[config.mk]
export PLATFORM = sky130hd
export DESIGN_NAME = lane_capture_fifo
export DESIGN_NICKNAME = d
export VERILOG_FILES = /design/src/rtl/lane_capture_fifo.sv
export SDC_FILE = /design/constraint.sdc
export NUM_CORES = 1
export LEC_CHECK = 0
export BUFFER_PORTS_ARGS = -buffer_cell sky130_fd_sc_hd__buf_2
export CORE_MARGIN = 1
export CORE_UTILIZATION = 35
export DETAILED_ROUTE_END_ITERATION = 8
export PLACE_DENSITY = 0.59
export SLEW_MARGIN = 0
export SYNTH_ARGS = -nofsm -noshare
export SYNTH_HDL_FRONTEND = slang
export SYNTH_SLANG_ARGS = --single-unit
[constraint.sdc]
create_clock -name clk -period 2 [get_ports clk]
set_clock_uncertainty 0.15 [all_clocks]
set_input_delay 0.4 -clock clk [delete_from_list [all_inputs] [get_ports clk]]
set_output_delay 0.4 -clock clk [all_outputs]
set_load 0.005 [all_outputs]
[src/rtl/lane_capture_fifo.sv]
// lane_capture_fifo: small valid/ready FIFO for lane words with sticky overflow and flush
module lane_capture_fifo #(
  parameter int WIDTH = 2,
  parameter int DEPTH = 4,
  localparam int CNT_W = $clog2(DEPTH) + 1
) (
  input  logic             clk,
  input  logic             rst_n,
  input  logic [WIDTH-1:0] i_data_in,
  input  logic             i_valid,
  output logic             o_ready,
  output logic [WIDTH-1:0] o_data_out,
  output logic             o_valid,
  input  logic             i_ready,
  input  logic             i_clear,
  output logic [CNT_W-1:0] o_count,
  output logic             o_overflow
);
  localparam int PW = $clog2(DEPTH);
  logic [WIDTH-1:0] mem [DEPTH];
  logic [PW-1:0] rd_ptr, wr_ptr;
  logic [CNT_W-1:0] count;
  logic push, pop;
  assign o_ready = count != CNT_W'(DEPTH);
  assign o_valid = count != '0;
  assign push = i_valid && o_ready;
  assign pop = o_valid && i_ready;
  assign o_count = count;
  assign o_data_out = o_valid ? mem[rd_ptr] : '0;
  // storage is unobservable when empty, so it needs no reset
  always_ff @(posedge clk)
    if (push && !i_clear) mem[wr_ptr] <= i_data_in;
  // pointers, occupancy and sticky overflow; flush beats every other action
  always_ff @(posedge clk or negedge rst_n)
    if (!rst_n) begin
      rd_ptr <= '0;
      wr_ptr <= '0;
      count <= '0;
      o_overflow <= 1'b0;
    end else if (i_clear) begin
      rd_ptr <= '0;
      wr_ptr <= '0;
      count <= '0;
      o_overflow <= 1'b0;
    end else begin
      if (push) wr_ptr <= wr_ptr + PW'(1);
      if (pop) rd_ptr <= rd_ptr + PW'(1);
      count <= (push && !pop) ? count + CNT_W'(1) : (pop && !push) ? count - CNT_W'(1) : count;
      if (i_valid && !o_ready) o_overflow <= 1'b1;
    end
endmodule

==> out/qor.yml <==
synth_ff_type: "edfxtp_1"
yosysWarnings: 0
rsz0062_at_grt: "true"
hp-class: "input port to flip-flop"
worstSetupEndpointType: "output port"
clk_latency_ps: 290
coreArea_sq_um: 2320
synth_area_sq_um: 897
synth_common_cells: "dfrtp_1 (8), edfxtp_1 (8), nor2_1 (8)"
layout.nets: 118
cts_tree: "yes"
area.growth.synth_to_final_pct: 29.6
ir_drop_uv: 631
top_layer_used: "met4"
final_cells: 133
initial_core_util: 0.387
power.leakage_uw: 0.000530
fill_cells: 218
clk_pin_slew_ps: 100
synth.area.top_cells: "edfxtp_1 (27%), dfrtp_1 (22%), ha_1 (5.6%), mux4_2 (5.0%), and2_1 (4.2%)"
grt_pass1_wl_mm: 2.76
wl_met3_um: 74
yosys.area.top_type: "edfxtp_1"
die_w_um: 52.6
final_core_util: 0.501
r2r.worst_path.cells: 4
cp-endpoint: "o_data_out[1]"
drive_above_1_share: 0.438
dp.final_hpwl_mm: 1.25
vias: 675
path_cells: "buf_6, or3_4, and2_4, buf_6"
start_kind: "flip-flop"
violations: "negative setup slack"
ant_nets: 0
yosysSeqAreaShare: 0.491
r2r_slack_ps: -50
grtUsageTotal: 0.144
routabilityCongestion: 0.806
crit_path_start: "o_count[1]"
synth_cell_type_count: 34
antenna_found_initial: 0
path_class: "flip-flop to output port"
finalHoldViolCount: 0
totalWireLength_mm: 1.79
cts_buffers: 3
avgViaCountPerCell: 5.08
synth_seq_cells: 16
row_count: 17
fin_crit_sh: 1.03
dieArea_sq_um: 2770
cts.sinks: 16
dp_slack_ps: -50.4
clockBufferDepth: 2
cpPeakStageDelay_ps: 460
status: "finished, violations left"
slowest_stage: "dfrtp_2"
power_density_nw_per_um2: 1180
die_y_um: 52.6
grt_pass1_vias: 595
synthCells: 78
dr.pass1.iters: 4
async_flop_share: 0.500
synth_edf_count: 8
syn_nets: 90
r2r-start: "o_count[1]"
syn_area_per_cell_sq_um: 11.5
io_pins: 15
placedCellCount: 122
setup_viol: 4
min_period_ps: 2070
drt-initial-drc-count: 5
cpMostUsedCell: "buf_6"
root_buffer: "clkbuf_4"
wl_met2_um: 840
drcViolationCount: 0
fmax_mhz: 484
cp.required_ps: 1450
arrival_ps: 1520
diodes: 0
slew_violations: 0
path_delay_family: "simple AND/OR/NAND/NOR gates"
path_max_fanout: 4
detail_route.wl_per_cell_um: 13.4
synth_top_area_share: 0.268
grt_max_degree: 12
worst_pin_slew_ps: 428
relSlewSlack: 0.711
finalSetupTns_ps: -205
crit_buf_inv: 2
grt-ovfl-total: 0
met1_length_um: 843
critical_path_depth: 4
io_buffers: 14
layout_setup_ws_ps: -66.7
htree_levels: 1
cap_violations: 0
reg2reg_to: "o_count[1]"
[through the flow]
step	hold WS [ps]	area [sq um]	power (uW)
finish	173	1160	1370
global route	168	1160	1460
CTS	170	1120	1290
detailed placement	108	1040	999
global placement	103	1040	994
floorplan	-45.6	915	834
[logic make-up after synthesis]
family	synth area share
muxes	0.0781
AOI/OAI and AO/OA	0.134
buffers and inverters	0.0697
DFF	0.491
and+or+nand+nor	0.130
xor gates and xnor gates	0.0195
adders and majority gates	0.0781
[report_power, final]
part | switching (uW) | leakage (uW) | internal, uW
Sequential | 62.6 | 0.000176 | 405
Combinational | 300 | 0.000338 | 423
Clock | 106 | 0.0000154 | 72.6
Total | 469 | 0.000530 | 900
[metal layers]
| metal | GRT usage | vias to the layer above |
|---|---|---|
| met5 | 0 | - |
| met4 | 0.0658 | 0 |
| met3 | 0.0348 | 5 |
| met2 | 0.226 | 23 |
| met1 | 0.186 | 317 |
| li1 | - | 330 |
[worst min-delay path by stage]
stage,startpoint,endpoint,depth (start not counted)
3_3_place_gp,rst_n,o_count[0],1
2_1_floorplan,rst_n,o_count[0],0
4_1_cts,i_data_in[0],mem[3][0],1
3_5_place_dp,rst_n,o_count[0],1
6_report,i_data_in[0],mem[3][0],1
5_1_grt,i_data_in[0],mem[3][0],1
[what timing repair did]
action / in CTS / in global routing
buffers inserted: 3 / 3
hold endpoints to repair: 8 / 0
endpoints found under the setup margin: 4 / 4
hold buffers: 1 / 0
pin swaps: 2 / 0
gates resized for setup: 8 / 4
[flip-flops by register name (all words and copies together), names as in the netlist]
name,flops
o_count,3
rd_ptr,2
o_overflow,1
wr_ptr,2
mem,8
[cells in the final DEF, fill, tap and decap left out, types with 2 or more instances in the layout]
| cell | instances |
|---|---|
| buf_2 | 12 |
| mux4_2 | 2 |
| ha_1 | 4 |
| buf_6 | 4 |
| nor2_1 | 8 |
| a21oi_1 | 3 |
| dfrtp_2 | 3 |
| nand3_1 | 2 |
| clkbuf_4 | 3 |
| buf_4 | 11 |
| and2_4 | 2 |
| edfxtp_1 | 8 |
| xor2_1 | 2 |
| o31ai_1 | 2 |
| and2_1 | 4 |
| dfrtp_1 | 5 |
| inv_1 | 7 |
| o21ai_0 | 3 |
[area by class of cell]
type / instances / area [sq um] / share of cell area
inverter: 8 / 30.0 / 0.0258
clock inverter: 1 / 3.75 / 0.00323
clock buffer: 3 / 22.5 / 0.0194
timing repair buffer: 28 / 198 / 0.170
tap: 28 / 35.0 / 0.0301
sequential: 16 / 444 / 0.382
multi-input combinational: 49 / 429 / 0.369
(Power assumes the default switching activity.)
